<file path="config.mk">
export PLATFORM = sky130hd
export DESIGN_NAME = uart_tx_fifo
export DESIGN_NICKNAME = d
export VERILOG_FILES = /design/src/rtl/uart_tx_fifo.sv
export SDC_FILE = /design/constraint.sdc
export NUM_CORES = 1
export LEC_CHECK = 0
export ABC_AREA = 1
export CAP_MARGIN = 20
export CORE_MARGIN = 3
export CORE_UTILIZATION = 31
export CTS_BUF_LIST = sky130_fd_sc_hd__clkbuf_4 sky130_fd_sc_hd__clkbuf_8 sky130_fd_sc_hd__clkbuf_16
export DETAILED_ROUTE_END_ITERATION = 8
export GPL_TIMING_DRIVEN = 1
export HOLD_SLACK_MARGIN = 0.06
export PLACE_DENSITY = 0.52
export SYNTH_ARGS = -nofsm -noshare
export SYNTH_HDL_FRONTEND = slang
export SYNTH_SLANG_ARGS = --single-unit
</file>
<file path="constraint.sdc">
create_clock -name i_clk -period 2 [get_ports i_clk]
set_input_delay 0.5 -clock i_clk [delete_from_list [all_inputs] [get_ports i_clk]]
set_output_delay 0.5 -clock i_clk [all_outputs]
set_load 0.05 [all_outputs]
</file>
<file path="src/rtl/uart_tx_fifo.sv">
// uart_tx_fifo: small byte FIFO feeding a UART serialiser.
// Frame: start (0), 8 data bits LSB first, optional parity, 1 or 2 stop bits (1).
// Every bit lasts exactly D clocks; o_txd comes straight from a flop.
module uart_tx_fifo #(
   parameter int unsigned D      = 5,
   parameter int unsigned DEPTH  = 4,
   parameter int unsigned PARITY = 0,
   parameter int unsigned STOP   = 1
) (
   input  logic       i_clk,
   input  logic       i_rst,
   input  logic [7:0] i_data,
   input  logic       i_valid,
   output logic       o_ready,
   output logic       o_txd,
   output logic       o_busy
);

   localparam int unsigned AW = (DEPTH > 1) ? $clog2(DEPTH) : 1;
   localparam int unsigned CW = AW + 1;
   localparam int unsigned BW = $clog2(D);
   localparam logic [BW-1:0] BcLast   = BW'(D - 1);
   localparam logic [CW-1:0] CntFull  = CW'(DEPTH);
   localparam logic          StopLast = (STOP == 2);

   typedef enum logic [2:0] {StIdle, StStart, StData, StParity, StStop} state_e;

   state_e          state;
   logic [BW-1:0]   bc;
   logic [2:0]      idx;
   logic [2:0]      idx_nxt;
   logic            stop_idx;
   logic [7:0]      shift;
   logic            txd;

   logic [7:0]      mem [DEPTH];
   logic [AW-1:0]   wr_ptr;
   logic [AW-1:0]   rd_ptr;
   logic [CW-1:0]   count;

   logic            push;
   logic            pop;
   logic            bit_end;
   logic            stop_done;
   logic            par_bit;

   assign o_ready = (count != CntFull);
   assign o_busy  = (state != StIdle) || (count != '0);
   assign o_txd   = txd;

   // Handshake, pop and bit-timing decode from registered state.
   always_comb begin
      bit_end   = (bc == BcLast);
      stop_done = (state == StStop) && bit_end && (stop_idx == StopLast);
      // Pop only when a new frame can start: from idle, or right at the end of the last stop bit.
      pop       = (count != '0) && ((state == StIdle) || stop_done);
      push      = i_valid && o_ready;
      idx_nxt   = idx + 3'd1;
      par_bit   = (PARITY == 2) ? ~^shift : ^shift;
   end

   // FIFO storage; contents need no reset since count gates every read.
   always_ff @(posedge i_clk) begin
      if (push) begin
         mem[wr_ptr] <= i_data;
      end
   end

   // FIFO pointers and occupancy; simultaneous push and pop keep count unchanged.
   always_ff @(posedge i_clk or negedge i_rst) begin
      if (!i_rst) begin
         wr_ptr <= '0;
         rd_ptr <= '0;
         count  <= '0;
      end else begin
         if (push) begin
            wr_ptr <= wr_ptr + AW'(1);
         end
         if (pop) begin
            rd_ptr <= rd_ptr + AW'(1);
         end
         case ({push, pop})
            2'b10:   count <= count + CW'(1);
            2'b01:   count <= count - CW'(1);
            default: count <= count;
         endcase
      end
   end

   // Serialiser FSM; the line value is registered together with each state change.
   always_ff @(posedge i_clk or negedge i_rst) begin
      if (!i_rst) begin
         state    <= StIdle;
         bc       <= '0;
         idx      <= '0;
         stop_idx <= 1'b0;
         shift    <= '0;
         txd      <= 1'b1;
      end else begin
         // bc is always 0 in idle, since every bit ends with a wrap.
         if (state != StIdle) begin
            bc <= bit_end ? '0 : bc + BW'(1);
         end
         unique case (state)
            StIdle: begin
               if (pop) begin
                  shift <= mem[rd_ptr];
                  state <= StStart;
                  bc    <= '0;
                  txd   <= 1'b0;
               end
            end
            StStart: begin
               if (bit_end) begin
                  idx   <= '0;
                  state <= StData;
                  txd   <= shift[0];
               end
            end
            StData: begin
               if (bit_end) begin
                  if (idx == 3'd7) begin
                     if (PARITY != 0) begin
                        state <= StParity;
                        txd   <= par_bit;
                     end else begin
                        state    <= StStop;
                        stop_idx <= 1'b0;
                        txd      <= 1'b1;
                     end
                  end else begin
                     idx <= idx_nxt;
                     txd <= shift[idx_nxt];
                  end
               end
            end
            StParity: begin
               if (bit_end) begin
                  state    <= StStop;
                  stop_idx <= 1'b0;
                  txd      <= 1'b1;
               end
            end
            StStop: begin
               if (bit_end) begin
                  if (stop_idx != StopLast) begin
                     stop_idx <= 1'b1;
                  end else if (pop) begin
                     // Back-to-back frame: no idle gap.
                     shift <= mem[rd_ptr];
                     state <= StStart;
                     txd   <= 1'b0;
                  end else begin
                     state <= StIdle;
                     txd   <= 1'b1;
                  end
               end
            end
            default: begin
               state <= StIdle;
               txd   <= 1'b1;
            end
         endcase
      end
   end

endmodule

</file>
# Word level (Yosys, flattened, before mapping)
# Memory sizes are Yosys's and may differ from the RTL's.
# Index checks and enable logic that the tools add are counted.
[classes]
n_lt_le_gt_ge = 1
n_eq_ne = 17
add_sub_neg = 6
multipliers = 0
n_reduce_logical = 18
n_div = 0
shifts = 0
mux = 41
bitwise_logic = 1
[ops]
columns = ["op", "n"]
rows = [
  ["3-bit two-way mux", 14],
  ["8-bit two-way mux", 3],
  ["1-bit two-way mux", 17],
  ["2-bit inequality test (second input constant)", 8],
  ["8-bit one-hot mux with 2 select lines", 1],
  ["3-bit one-hot mux with 5 select lines", 1],
  ["3-bit one-hot mux with 2 select lines", 2],
  ["3-bit by 1-bit adder with 3-bit output (second input constant)", 3],
  ["3-bit equality test (second input constant)", 3],
  ["3-bit nonzero test", 3],
  ["7-bit AND reduction", 1],
  ["3-bit by 2-bit equality test with 1-bit output (second input constant)", 2],
  ["6-bit AND reduction", 1],
  ["2-bit nonzero test", 3],
  ["1-bit one-hot mux with 5 select lines", 1],
  ["5-bit AND reduction", 1],
  ["2-bit by 1-bit adder with 2-bit output (second input constant)", 2],
  ["1-bit logical AND", 4],
  ["3-bit by 4-bit < comparator with 1-bit output (second input constant)", 1],
  ["4-bit AND reduction", 1],
  ["1-bit binary-select mux with 3-bit select", 1],
  ["3-bit by 1-bit equality test with 1-bit output (second input constant)", 1],
  ["3-bit zero test", 1],
  ["3-bit inequality test (second input constant)", 1],
  ["other kinds (7)", 8],
]
[word_totals]
ff_bits = 26
out_inout_bits = 3
rom_bits = 0
n_memories = 1
latch_bits = 0
ramBits = 32
[mem_list]
columns = ["name", "depth", "width", "read_ports", "rd_clocked_by_memory_dff", "write_ports", "line", "text"]
rows = [
  ["mem", 4, 8, 1, 0, 1, "36", "logic [7:0] mem [DEPTH];"],
]

# Depth between registers and ports, before layout
# Gate-level depths: netlist of run 1.
[logic_depth]
ltp_word = 9
ltp_mapped = 13

# Worst setup path after synthesis of run 1
# OpenSTA, ideal clock, no wires.
[synth_timing]
path_type = "reg2reg"
startpoint = "register count[0]"
endpoint = "register count[1]"
t_arrival_ns = 1.681
n_path_buf = 0
setup_ns = 0.119
stages_incl_launch_ff = 8
path_slack_ns = 0.200
cell_sequence = "dfrtp_1 > inv_1 > nand3_2 > nand2_4 > nand2_4 > fa_1 > nand2_1 > o21a_1"
[synth_via]
elab_chain_len = 4
[synth_rtl]
columns = ["element", "line", "text"]
rows = [
  ["start, declared", "39", "logic [CW-1:0] count;"],
  ["start signal, assigned", "83", "2'b10: count <= count + CW'(1);"],
  ["start signal, assigned", "84", "2'b01: count <= count - CW'(1);"],
  ["start signal, assigned", "85", "default: count <= count;"],
  ["3-bit inequality test *", "47", "assign o_ready = (count != CntFull);"],
  ["net o_ready", "14", "output logic o_ready,"],
  ["1-bit logical AND *", "57", "push = i_valid && o_ready;"],
  ["2-bit by 1-bit equality test with 1-bit output or 2-bit equality test (tied branches)", "82", "case ({push, pop})"],
  ["3-bit one-hot mux with 2 select lines or 2-bit nonzero test (tied branches)", "--", ""],
]
# Mark *: on every way through the listed nets, which the timed path passes. The rest lies on a longest branch.
# A chain may end at the register's enable or synchronous reset.

# Worst setup path in the final report of run 1
[layout_timing]
startpoint = "register state[1]"
endpoint = "output o_busy"
[layout_via]
elab_chain_len = 2
[layout_rtl]
columns = ["element", "line", "text"]
rows = [
  ["start, declared", "28", "state_e state;"],
  ["start signal, assigned", "93", "state <= StIdle;"],
  ["start signal, assigned", "108", "state <= StStart;"],
  ["start signal, assigned", "116", "state <= StData;"],
  ["3-bit nonzero test", "48", "assign o_busy = (state != StIdle) || (count != '0);"],
  ["1-bit logical OR", "48", ""],
  ["end, declared", "16", "output logic o_busy"],
]
# Every way passes these cells.

==> results.md, run 1 <==
* Worst-margin pin slew at roughly 0.51 ns
* IO Pins at 14
* Final cell count without fillers at 376
* Register bit total from synthesis at 57
* Final count of pins violating max slew at 0
* Most used DFF post-synth: edfxtp_1
* Antenna-violating nets left at 0
* Final hold vios at 0
* CTS tree: built
* Worst-skew pair later-pin latency at around 0.33 ns
* Nets at between 200 and 300
* Grt ovf at 0
* Lkg Pwr at 1.36 nW
* Clock Path Buffers at 2
* Finished Core Util at 39.4%
* Post-Route Setup TNS at 0 ns
* Final setup vio count at 0
* Worst min path class: reg -> reg
* Row cnt at 32
* Max Cap Viol at 0
* Hold Path Cell Cnt at 1
* Relative slew slack at about two thirds
* Share of layout cells above drive strength 1 at between 10% and 20%
* Pwr dens at between 1500 and 2000 nW/um2
* Post-synth ARST share at around 44%
* Final Cycle Share at 94.4%
* Clock Skew at 0.00673 ns
* Largest net degree at the start of global routing at 26
* Dpl cells at 358
* CTS Buf Count at 9
* Die Footprint at 9590 um2
* DR WL/cell at 12.8 um
* Slowest-stage cell, CP: dfrtp_1
* CP Capture Type: output pin
* DIE WIDTH at roughly 98 um
* Core area at 7970 um2
* Startpoint types: flop
* Vias in the first global route at ~1.8k
* Drt pass-1 iters at 4
* CP most frequent cell: nand2_4
* Hpwl dp at 3320 um
* Layout area overhead at 19.9%
* Synth top area cells: edfxtp_1 (37%), dfrtp_1 (23%), nand2_1 (7.9%)
* Reg clk slew, reported paths at ~0.060 ns
* Worst R2R Path Depth at 12
* RSZ-0062 raised after global routing: no
* Crit Path Max Fanout at 7
* Vert. Die Dim at slightly below 100 um
* Clock root cell: clkbuf_8
* Most frequent cells in the layout: nand2_1 (54), edfxtp_1 (32), inv_1 (24), dfrtp_1 (24), nor2_1 (17)
* Seq/Total Area, Yosys at between 60% and 70%
* Synth Net Count at between 200 and 300
* CP arrival at between 1 and 1.5 ns
* Fmax at about 530 MHz
* Synth area leader: edfxtp_1
* Post-Syn Area at between 2000 and 3000 um2
* CP cell instances: nor2_4 > nand2_4 > inv_2 > nand2_4 > buf_12
* Yosys cell types at 30
* DRT iter0 DRCs at between 70 and 80
* N_diodes at 0
* First-pass GRT wire length at 8360 um
* Clock sinks at 57
* Residual DRC count at 0
* Tot GR Track Use at between 10% and 20%
* Post-synth EDFFs at 32
* WL final at ~4800 um
* Via density at 4.54
* VDD IR-drop max at 0.522 mV
* Critical path depth in cells at 5
* Antenna violations before repair at 0
* Share of the synthesized area in the top cell type at a little under two fifths
* Cell count after synthesis at 240
* Number of H-tree levels at 3
* Req. time, crit path at approximately 1.5 ns
* PortBufs at 13
* Top Family by Delay on Critical Path: flip-flops
* Vias at 1708
* FILL cells at a little under 800
* Starting Density at about 33%
* Commonest non-fill, non-tap cell in the layout: nand2_1
* Crit Path Category: reg -> out
* Outcome: completed
* Crit path time final at around 1.9 ns
* Avg Cell Area, Syn at 10.9 um2
* Slowest stage delay, CP at approximately 0.47 ns
* Worst path buffer plus inverter count at 2
* Synth warn at 0
* GPL Wtd Cong at around 0.77
[area by class of cell]
| cell class | count | area [um2] | share of cell area (%) |
|---|---|---|---|
| Multi-Input combinational cell | 150 | 893 | 28.4 |
| Clock inverter | 6 | 82.6 | 2.63 |
| Sequential cell | 57 | 1590 | 50.6 |
| Inverter | 29 | 115 | 3.67 |
| Timing Repair Buffer | 22 | 203 | 6.45 |
| Clock buffer | 10 | 131 | 4.18 |
| Tap cell | 102 | 128 | 4.06 |
[worst register-to-register path, stage by stage (launching register included)]
cell	delay, ns
dfrtp_1	0.38
inv_1	0.09
ha_1	0.16
nand2_2	0.08
nand2_2	0.08
nand3_4	0.09
clkinv_4	0.10
nand2_4	0.06
fa_1	0.38
inv_1	0.06
nand2_1	0.06
nand3_1	0.08
nand2_1	0.05
[cell families after synthesis]
| family | Yosys count | synth area share, % |
|---|---|---|
| AND/OR/NAND/NOR | 97 | 17.7 |
| flip-flops | 57 | 60.6 |
| buffers and inverters | 33 | 5.35 |
| AO/OA/AOI/OAI | 32 | 7.31 |
| adder cells (fa/ha/maj) | 9 | 4.59 |
| multiplexers | 8 | 3.06 |
| XOR/XNOR | 4 | 1.34 |
[power by group]
part	internal (mW)	total [mW]	switching, mW
logic	0.691	1.82	1.13
clock network	0.706	1.16	0.455
registers	1.63	1.89	0.259
total	3.03	4.87	1.84
[metal layers]
metal	up-vias	global-route usage [%]	wire length [um]
met1	818	14.3	2300
met4	0	5.11	86
met5	-	0	0
met3	6	3.93	136
met2	22	16.9	2270
li1	862	-	-
[worst paths after layout]
path | startpoint | to | slack, ns
setup / recovery | state[1]$_DFFE_PN0P_ | o_busy | 0.11
hold / removal | count[0]$_DFFE_PN0P_ | count[0]$_DFFE_PN0P_ | 0.47
setup reg to reg | bc[0]$_DFF_PN0_ | count[2]$_DFFE_PN0P_ | 0.21
hold reg to reg | count[0]$_DFFE_PN0P_ | count[0]$_DFFE_PN0P_ | 0.47
max in group asynchronous | i_rst | o_txd$_DFFE_PN1P_ | 1.15
min in group asynchronous | i_rst | shift[5]$_DFFE_PN0P_ | 0.55
[through the flow]
| step | hold slack (ns) | setup slack, ns | power, mW | instance area (um2) |
|---|---|---|---|---|
| after floorplan | 0.204 | 0.200 | 3.26 | 2620 |
| after global placement | 0.458 | 0.123 | 3.71 | 2910 |
| after detailed placement | 0.463 | 0.0943 | 3.75 | 2910 |
| after CTS | 0.472 | 0.0829 | 4.93 | 3120 |
| after global routing | 0.503 | 0.0227 | 5.27 | 3140 |
| final | 0.472 | 0.111 | 4.87 | 3140 |
[what timing repair did]
| item | in CTS | in global routing |
|---|---|---|
| endpoints found under the setup margin | 0 | 1 |
| gates resized for setup | 0 | 1 |
| setup buffers | 0 | 2 |
| hold buffers | 0 | 0 |
| endpoints found under the hold margin | 0 | 0 |
[registers in the layout, indices dropped and copies added, names as in the netlist]
| signal | flops |
|---|---|
| count | 3 |
| mem | 32 |
| rd_ptr | 2 |
| o_txd | 1 |
| idx | 3 |
| state | 3 |
| shift | 8 |
| wr_ptr | 2 |
| bc | 3 |
[Yosys cell counts (2+ instances only)]
cell type  number
a21oi_1         3
buf_2           2
buf_4           2
dfrtp_1        24
edfxtp_1       32
ha_1            8
inv_1          24
inv_2           2
mux2i_1         8
nand2_1        55
nand2_2         3
nand2_4         5
nand3_1        12
nand3_2         3
nor2_1         17
o21ai_0        14
o21ai_1         2
o22ai_1         9
xor2_1          4
(Power assumes the default switching activity.)
==> run 2: changes to the inputs <==
Settings changed: ABC_AREA 1 to not set, REMOVE_ABC_BUFFERS set to 1.
==> results.md, run 2 <==
* Lkg Pwr at roughly 1.4 nW
* Setup WS post-layout at -0.112 ns
* Startpoint types: flop
* Most frequent cells in the layout: edfxtp_1 (32), dfrtp_1 (24), buf_4 (22)
* Final cell count without fillers at 325
* CTS Buf Count at 9
* Seq/Total Area, Yosys at slightly above 60%
* Max Cap Viol at 0
* Yosys cell types at 46
* Mux cell area share after synthesis at between 10 and 15%
* CP most frequent cell: buf_6
* CP Capture Type: output pin
* Synth Area in Compound Gates at around 6.4%
* Relative slew slack at between 60% and 70%
* Core area at 7970 um2
* Crit. Startpoint: count[1]$_DFFE_PN0P_
* Share of the synthesized area in the top cell type at between 30% and 40%
* Most used DFF post-synth: edfxtp_1
* N_diodes at 0
* Layout area overhead at 28.1%
* Placed Area at 3020 um2
* Total Power at ~3.5 mW
* Grt ovf at 0
* Worst-skew pair later-pin latency at approximately 0.32 ns
* CP cell instances: buf_6 > or3_4 > buf_6 > nor2_4 > inv_2 > buf_8
* Vias in the first global route at between 1.5k and 2k
* RSZ-0062 raised after global routing: yes
* Avg Cell Area, Syn at around 15 um2
* Crit path time final at 2.11 ns
* Post-synth EDFFs at 32
* Crit Path Category: reg -> out
* Antenna violations before repair at 0
* Synth area leader: edfxtp_1
* Largest net degree at the start of global routing at 26
* Worst min path class: reg -> reg
* Residual DRC count at 0
* Gate power share at about a quarter
* Fin area at between 3000 and 4000 um2
* Clock network fraction of total power at between 30% and 40%
* Crit Path Max Fanout at 2
* Nets at about 240
* Row cnt at 32
* Share of layout cells above drive strength 1 at around 35%
* Final setup vio count at 2
* Commonest non-fill, non-tap cell in the layout: edfxtp_1
* Req. time, crit path at around 1.5 ns
* Dpl cells at 303
* Outcome: finished, violations left
* Area share of xor/xnor cells in the synthesized design at about 2.7%
* Worst-margin pin slew at between 0.4 and 0.5 ns
* IO Pins at 14
* Net switching power figure at ~0.9 mW
* DRT iter0 DRCs at 69
* Slowest stage delay, CP at 0.39 ns
* PortBufs at 13
* Flop-to-flop setup slack at -0.09 ns
* Starting Density at 32.8%
* Worst R2R Path Depth at 8
* Critical path depth in cells at 6
* Number of H-tree levels at 3
* Reg clk slew, reported paths at approximately 0.070 ns
* RR Endpoint: count[2]$_DFFE_PN0P_
* Reg with most FFs: mem
* Top Family by Delay on Critical Path: simple AND/OR/NAND/NOR gates
* GPL Wtd Cong at between 0.7 and 0.8
* Worst hold path startpoint: idx[1]$_DFFE_PN0P_
* Switching share of power at 25.2%
* Hold Path Cell Cnt at 2
* VDD IR-drop max at between 0.4 and 0.5 mV
* Die Footprint at around 9600 um2
* Final hold vios at 0
* Largest registers: mem x32, shift x8
* Via density at 4.65
* Worst path buffer plus inverter count at 4
* Pwr dens at 1050 nW/um2
* Register bit total from synthesis at 57
* Vias at roughly 1.5k
* Largest register FFs at 32
* Worst hold-check slack at between 0.4 and 0.5 ns
* Clock Path Buffers at 2
* Seq pwr share at 42.7%
* Fmax at 473 MHz
* Int Power at around 2.6 mW
* WL final at 4400 um
* Drt pass-1 iters at 4
* Pre-CTS setup slack at -0.260 ns
* Hpwl dp at just over 3000 um
* DIE WIDTH at about 98 um
* Cell count after synthesis at 174
* Failing checks: negative setup slack
* Post-Syn Area at ~2600 um2
* Clock Skew at between 0.01 and 0.015 ns
* Worst Hold Endpoint: idx[1]$_DFFE_PN0P_
* Synth Area in Simple Gates at roughly 8%
* Final Cycle Share at 106%
* RR Startpoint: count[1]$_DFFE_PN0P_
* Most common cell in the netlist: edfxtp_1
* Vert. Die Dim at between 90 and 100 um
* First-pass GRT wire length at ~7600 um
* Tot GR Track Use at between 10% and 20%
* CP arrival at ~1.6 ns
* Post-synthesis adder-cell area fraction at 4.59%
* Post-synth ARST share at 43.9%
* Synth warn at 0
* Clock sinks at 57
* Slowest-stage cell, CP: dfrtp_1
* Antenna-violating nets left at 0
* Synth top area cells: edfxtp_1 (37%), dfrtp_1 (23%), mux4_2 (7.8%)
* CTS tree: built
* DR WL/cell at 13.5 um
* Top cells by count, synth: edfxtp_1 (32), dfrtp_1 (24), nand2_1 (11), o21ai_0 (10)
* Main combinational cell family by area after synthesis: multiplexers
* Final count of pins violating max slew at 0
* Clock root cell: clkbuf_8
[run 2: changes by cell type in the layout (fill, tap and decap cells not counted), sizes merged, moves of 4 or more]
cell   delta
nor2     -14
xnor2     +5
buf      +20
inv      -17
o22ai     -9
and3      +5
mux2i     -4
o21ai     -6
mux4      +9
nand2    -52
nand3    -14
mux2      +8
[run 2: worst max path at each step]
stage / to / slack [ns]
after floorplan: count[2]$_DFFE_PN0P_ / -0.58
after global placement: count[2]$_DFFE_PN0P_ / -0.19
after detailed placement: count[2]$_DFFE_PN0P_ / -0.26
after CTS: o_busy / -0.13
after global routing: o_busy / -0.18
final: o_busy / -0.11
[run 2: logic make-up (layout without fill, tap and decap cells)]
| group | Yosys count | count (layout) |
|---|---|---|
| simple gates | 39 | 39 |
| buf+inv | 18 | 67 |
| compound gates | 24 | 24 |
| flops | 57 | 57 |
| fa+ha+maj | 9 | 9 |
| mux | 21 | 21 |
| xor+xnor | 6 | 6 |
[run 2: per-layer routing]
layer	global-route usage (%)	share of wire [%]	vias up
met5	0	0	-
met4	4.47	1.6	0
met3	2.79	3.0	8
met2	16.2	49	21
met1	13.1	47	746
li1	-	-	737
[run 2: power by group through the flow]
| stage | logic (mW) | registers, mW | clock network (mW) |
|---|---|---|---|
| after CTS | 0.824 | 1.50 | 1.17 |
| after detailed placement | 0.740 | 1.52 | 0 |
| after global placement | 0.718 | 1.51 | 0 |
| final | 0.868 | 1.50 | 1.15 |
| after floorplan | 0.376 | 1.52 | 0 |
| after global routing | 0.948 | 1.52 | 1.24 |
[run 2: timing repair]
action | 4_1_cts | 5_1_grt
buffers inserted | 3 | 3
cloned | 0 | 0
pin swaps | 0 | 5
resized for setup | 13 | 5
hold buffers | 0 | 0
endpoints found under the setup margin | 2 | 3
[run 2: layout make-up]
| cell class | instances | area (um2) |
|---|---|---|
| fillers | 716 | 4620 |
| inverters | 9 | 33.8 |
| clock inverters | 6 | 82.6 |
| repair buffers | 42 | 420 |
| clock buffers | 10 | 131 |
| flip-flops and latches | 57 | 1590 |
| well taps | 102 | 128 |
| multi-input cells | 99 | 967 |
[run 2: tightest hold or removal path: cells and delay by family, from the launching register on]
kind	cells	cell delay (ns)
compound gates	1	0.06
flops	1	0.35
simple gates	1	0.05
[run 2: through the flow]
stage | util [%] | setup TNS [ns]
final | 42.1 | -0.207
after global routing | 42.1 | -0.368
after CTS | 41.6 | -0.131
after detailed placement | 37.9 | -0.260
after global placement | 37.9 | -0.190
after floorplan | - | -0.826
==> run 3: changes to the inputs <==
Settings changed: PLACE_DENSITY 0.52 to 0.53.
Clock period 2 ns to 1.7 ns, I/O delays scaled along.
==> results.md, run 3 (synthesis results as in run 2) <==
* Clock Path Buffers at 2
* Antenna violations before repair at 0
* Worst min path class: in -> async
* Starting Density at 32.8%
* Startpoint types: flop
* Top Family by Delay on Critical Path: simple AND/OR/NAND/NOR gates
* Core area at around 8000 um2
* CTS Buf Count at 9
* Outcome: finished, violations left
* CP arrival at between 2 and 2.5 ns
* VDD IR-drop max at about 0.78 mV
* Lkg Pwr at 1.41 nW
* Clock Skew at 0.0109 ns
* Reg with most FFs: mem
* Final count of pins violating max slew at 0
* Most frequent cells in the layout: edfxtp_1 (32), buf_4 (25), dfrtp_1 (24)
* Antenna-violating nets left at 0
* Cts hold-fix bufs at 0
* DIE WIDTH at a little under 100 um
* Vias at 1536
* N_diodes at 0
* WL final at ~4800 um
* Nets at around 250
* Crit Path Max Fanout at 2
* Failing checks: negative setup slack
* Slowest-stage cell, CP: dfrtp_1
* Reg clk slew, reported paths at 0.07 ns
* Max Cap Viol at 0
* PortBufs at 13
* Worst hold-check slack at 0.418 ns
* Dpl cells at about 310
* Final cell count without fillers at approximately 330
* Req. time, crit path at about 1.9 ns
* CP cell instances: buf_4 > or3b_4 > and2_4 > nand2b_4 > fa_2 > a31oi_4 > a22oi_4 > xnor2_1
* Row cnt at 32
* Crit Path Category: reg -> reg
* Commonest non-fill, non-tap cell in the layout: edfxtp_1
* Finished Core Util at a little over two fifths
* DRT iter0 DRCs at between 60 and 70
* Final hold vios at 0
* RR Startpoint: count[1]$_DFFE_PN0P_
* Die Footprint at between 9000 and 10000 um2
* Pwr dens at approximately 1200 nW/um2
* CP Capture Type: flop
* DR WL/cell at approximately 14 um
* Largest registers: mem x32, shift x8
* Worst path buffer plus inverter count at 1
* Hpwl dp at 3160 um
* CTS tree: built
* Setup WS post-layout at -0.372 ns
* Drt pass-1 iters at 4
* Number of H-tree levels at 3
* Crit path time final at a little over 2 ns
* Worst-margin pin slew at between 0.3 and 0.4 ns
* RSZ-0062 raised after global routing: yes
* Largest register FFs at 32
* Pre-CTS setup slack at -0.445 ns
* IO Pins at 14
* Crit. Startpoint: count[1]$_DFFE_PN0P_
* Grt ovf at 0
* Final Cycle Share at 122%
* Layout area overhead at 33.9%
* Largest net degree at the start of global routing at 17
* Slowest stage delay, CP at about 0.4 ns
* Share of layout cells above drive strength 1 at a little over two fifths
* Vert. Die Dim at between 90 and 100 um
* GPL Wtd Cong at approximately 0.74
* First-pass GRT wire length at 8050 um
* Fmax at a little under 500 MHz
* Final setup vio count at 26
* Via density at 4.63
* Tot GR Track Use at between 10% and 20%
* Worst-skew pair later-pin latency at ~0.33 ns
* Relative slew slack at between 70% and 80%
* Clock root cell: clkbuf_8
* Clock sinks at 57
* Residual DRC count at 0
* Vias in the first global route at around 1.6k
## run 3: cell types whose count changed in the layout (fill, tap and decap cells not counted), moves of 2 or more
cell,previous run,this run
and3_1,5,0
and3_4,0,5
buf_12,4,6
buf_4,22,25
clkinv_2,3,0
clkinv_4,0,2
clkinvlp_4,1,3
## run 3: stage by stage
step	setup TNS (ns)	cell area [um2]	power (mW)
final	-1.29	3500	4.17
after global routing	-3.01	3500	4.41
after CTS	-1.23	3380	4.10
after detailed placement	-0.923	3080	2.65
after global placement	-0.817	3080	2.63
after floorplan	-3.47	2550	2.24
## run 3: timing repair
item / 4_1_cts / 5_1_grt
setup buffers: 3 / 6
cloned: 0 / 1
endpoints found under the setup margin: 13 / 21
pin swaps: 4 / 5
resized for setup: 20 / 14
hold endpoints to repair: 0 / 0
## run 3: area by class of cell
type	instances	area, um2
fillers	740	4470
inverters	9	33.8
well taps	102	128
multi-input cells	99	1030
clock inverters	7	78.8
flip-flops and latches	57	1590
clock buffers	9	124
repair buffers	49	519
## run 3: final timing paths
kind | to | cells after the start | slack [ns]
setup / recovery | count[2]$_DFFE_PN0P_ | 8 | -0.37
hold / removal | shift[6]$_DFFE_PN0P_ | 2 | 0.42
setup reg to reg | count[2]$_DFFE_PN0P_ | 8 | -0.37
hold reg to reg | idx[1]$_DFFE_PN0P_ | 2 | 0.49
max in group asynchronous | o_txd$_DFFE_PN1P_ | 2 | 0.99
min in group i_clk | idx[1]$_DFFE_PN0P_ | 2 | 0.49
## run 3: layer usage
layer,track usage (%),wire (um),vias up
met5,0,0,-
met4,5.75,72,0
met3,3.00,119,6
met2,16.4,2340,22
met1,14.3,2240,759
li1,-,-,749
## run 3: power breakdown
group	switching (mW)	leakage [nW]	total, mW	internal, mW
logic	0.495	0.739	1.14	0.644
clock network	0.585	0.0921	1.27	0.685
registers	0.0695	0.575	1.76	1.69
==> RTL edit (flow settings as in run 3) <==
Set the parameter `PARITY` to 1 (it was 0).
--- a/src/rtl/uart_tx_fifo.sv
+++ b/src/rtl/uart_tx_fifo.sv
@@ -4,7 +4,7 @@
 module uart_tx_fifo #(
    parameter int unsigned D      = 5,
    parameter int unsigned DEPTH  = 4,
-   parameter int unsigned PARITY = 0,
+   parameter int unsigned PARITY = 1,
    parameter int unsigned STOP   = 1
 ) (
    input  logic       i_clk,
Behaviour: same outputs for any inputs over 10 cycles, from zero or initial values and one cycle with i_rst low; that may be too few to reach the edited logic, so the function may still have changed.
==> RTL edit against run 3 <==
- sequential cell count unchanged
- worst setup slack better by 95 ps
- power down 5.7%
- core utilization rose by 0.16 points
- worst hold slack better by 56 ps
- wire length rose by 1.5%
- largest power group unchanged
- critical path depth is 1 higher
- critical endpoint unchanged
- design area rose by 0.36%
- area after synthesis about the same
- the run still ends with negative setup slack left
- synthesized cell count up 4.6%
==> RTL edit: results (changes against run 3) <==
{| class="wikitable"
! Metric !! Value
|-
| Total GRT Usage || 11.0% (was 10.9%)
|-
| Total Neg Setup Slack || -1620 ps (was -1290 ps)
|-
| Headroom to the max-slew limit || 70.7% (was 73.9%)
|-
| Via count of the first global-routing pass || 1690 (was 1607)
|-
| FF-to-FF path depth || 9 (was 8)
|-
| Layout fillers || 724 (was 740)
|-
| # placed instances || 313 (was 307)
|-
| Insertion delay of the later-clocked pin in the worst-skew pair || 330 ps (about the same)
|-
| Violations in the final reports || negative setup slack (unchanged)
|-
| Cell types with the highest counts after synthesis || 32 x sky130_fd_sc_hd__edfxtp_1, 24 x sky130_fd_sc_hd__dfrtp_1, 11 x sky130_fd_sc_hd__xnor2_1 (was 32 x sky130_fd_sc_hd__edfxtp_1, 24 x sky130_fd_sc_hd__dfrtp_1, 11 x sky130_fd_sc_hd__nand2_1)
|-
| Final WL || 4.84 mm (was 4.77 mm)
|-
| Count of different cell masters after synthesis || 42 (was 46)
|-
| Fraction of final layout cells sized beyond drive strength 1 || 39.5% (was 42.6%)
|-
| Wire length of the first global-routing pass || 8.31 mm (was 8.05 mm)
|-
| Final setup violating endpoints || 13 (was 26)
|-
| Largest net degree at the start of global routing || 26 (was 17)
|-
| Register area share after synthesis || 60.7% (about the same)
|-
| Detailed Routing Iterations Pass 1 || 4 (unchanged)
|-
| Maximum resistive drop on vdd || 585 uV (was 784 uV)
|-
| Result of the run || finished, violations left (unchanged)
|-
| Number of cells produced by synthesis || 182 (was 174)
|-
| RR Startpoint || bc[1]$_DFF_PN0_ (was count[1]$_DFFE_PN0P_)
|-
| Final WS setup || -278 ps (was -372 ps)
|-
| Non-filler cells, final || 340 (was 332)
|-
| DR iter-0 viols || 44 (was 67)
|-
| RePlAce Congestion || 0.768 (was 0.739)
|-
| Vias post-DR || 1590 (was 1536)
|-
| Leading cell types by total area after synthesis || sky130_fd_sc_hd__edfxtp_1 37%, sky130_fd_sc_hd__dfrtp_1 23%, sky130_fd_sc_hd__mux4_2 6.9% (was sky130_fd_sc_hd__edfxtp_1 37%, sky130_fd_sc_hd__dfrtp_1 23%, sky130_fd_sc_hd__mux4_2 7.8%)
|-
| Total half-perimeter wirelength after legalization and detailed placement || 3.17 mm (was 3.16 mm)
|-
| Cell area after placement || 0.00310 mm2 (was 0.00308 mm2)
|-
| Leak Pwr || 0.00137 uW (was 0.00141 uW)
|-
| Endpoint arrival time on the critical path || 2230 ps (was 2290 ps)
|}
## RTL edit: cell types whose count changed after synthesis, sizes merged, moves of 3 or more
cell   delta
o21ai     -5
buf       -3
xnor2     +7
nor2      +4
## RTL edit: cell families after synthesis
family,synth area share (%)
AOI/OAI and AO/OA,6.03
xor gates and xnor gates,4.97
adders and majority gates,4.59
buffers and inverters,2.49
DFF,60.7
muxes,12.3
and+or+nand+nor,8.94
## RTL edit: stage by stage
step | total power [uW] | util [%] | hold WS (ps) | worst slack (ps)
4_1_cts | 4000 | 42.8 | 469 | -271
3_3_place_gp | 2520 | 38.9 | 499 | -351
2_1_floorplan | 2160 | - | 129 | -846
6_report | 3930 | 44.1 | 474 | -278
5_1_grt | 4140 | 44.1 | 497 | -402
3_5_place_dp | 2530 | 38.9 | 504 | -393
## RTL edit: critical path, stage by stage (launching register included)
cell                        delay [ps]
sky130_fd_sc_hd__dfrtp_1           400
sky130_fd_sc_hd__inv_2              80
sky130_fd_sc_hd__ha_4              150
sky130_fd_sc_hd__nand2_4            60
sky130_fd_sc_hd__a2111oi_4         360
sky130_fd_sc_hd__nand2_1           120
sky130_fd_sc_hd__fa_2              380
sky130_fd_sc_hd__and3_1            160
sky130_fd_sc_hd__nor2_2             90
sky130_fd_sc_hd__xnor2_1           110
## RTL edit: layout make-up
class                           instances  share of cell area [%]
Multi-Input combinational cell        109                    30.5
Clock buffer                            9                    3.52
Clock inverter                          7                    2.42
Sequential cell                        57                    45.2
Timing Repair Buffer                   48                    13.9
Tap cell                              102                    3.63
Inverter                                8                   0.854
## RTL edit: worst min-delay path by stage
stage,startpoint,endpoint,slack (ps),cells past startpoint
6_report,i_rst,state[2]$_DFFE_PN0P_,470,2
5_1_grt,i_rst,state[2]$_DFFE_PN0P_,500,2
4_1_cts,i_rst,state[2]$_DFFE_PN0P_,470,2
3_5_place_dp,idx[2]$_DFFE_PN0P_,idx[2]$_DFFE_PN0P_,500,1
3_3_place_gp,idx[1]$_DFFE_PN0P_,idx[1]$_DFFE_PN0P_,500,1
2_1_floorplan,i_rst,bc[0]$_DFF_PN0_,130,0
## RTL edit: power breakdown
group | switching, uW | internal (uW) | total [uW]
Clock | 522 | 809 | 1330
Sequential | 81.0 | 1690 | 1770
Combinational | 386 | 442 | 829
## RTL edit: routing by layer
layer  GRT usage, %  share of wire, %
met5              0                 0
met3           3.64               3.7
met2           17.9                48
met1           13.9                47
met4           3.51               1.4
## RTL edit: timing repair
action | CTS | global route
setup buffers | 8 | 3
gates resized for setup | 12 | 19
setup endpoints to repair | 15 | 20
pin swaps | 5 | 8
cloned | 0 | 0
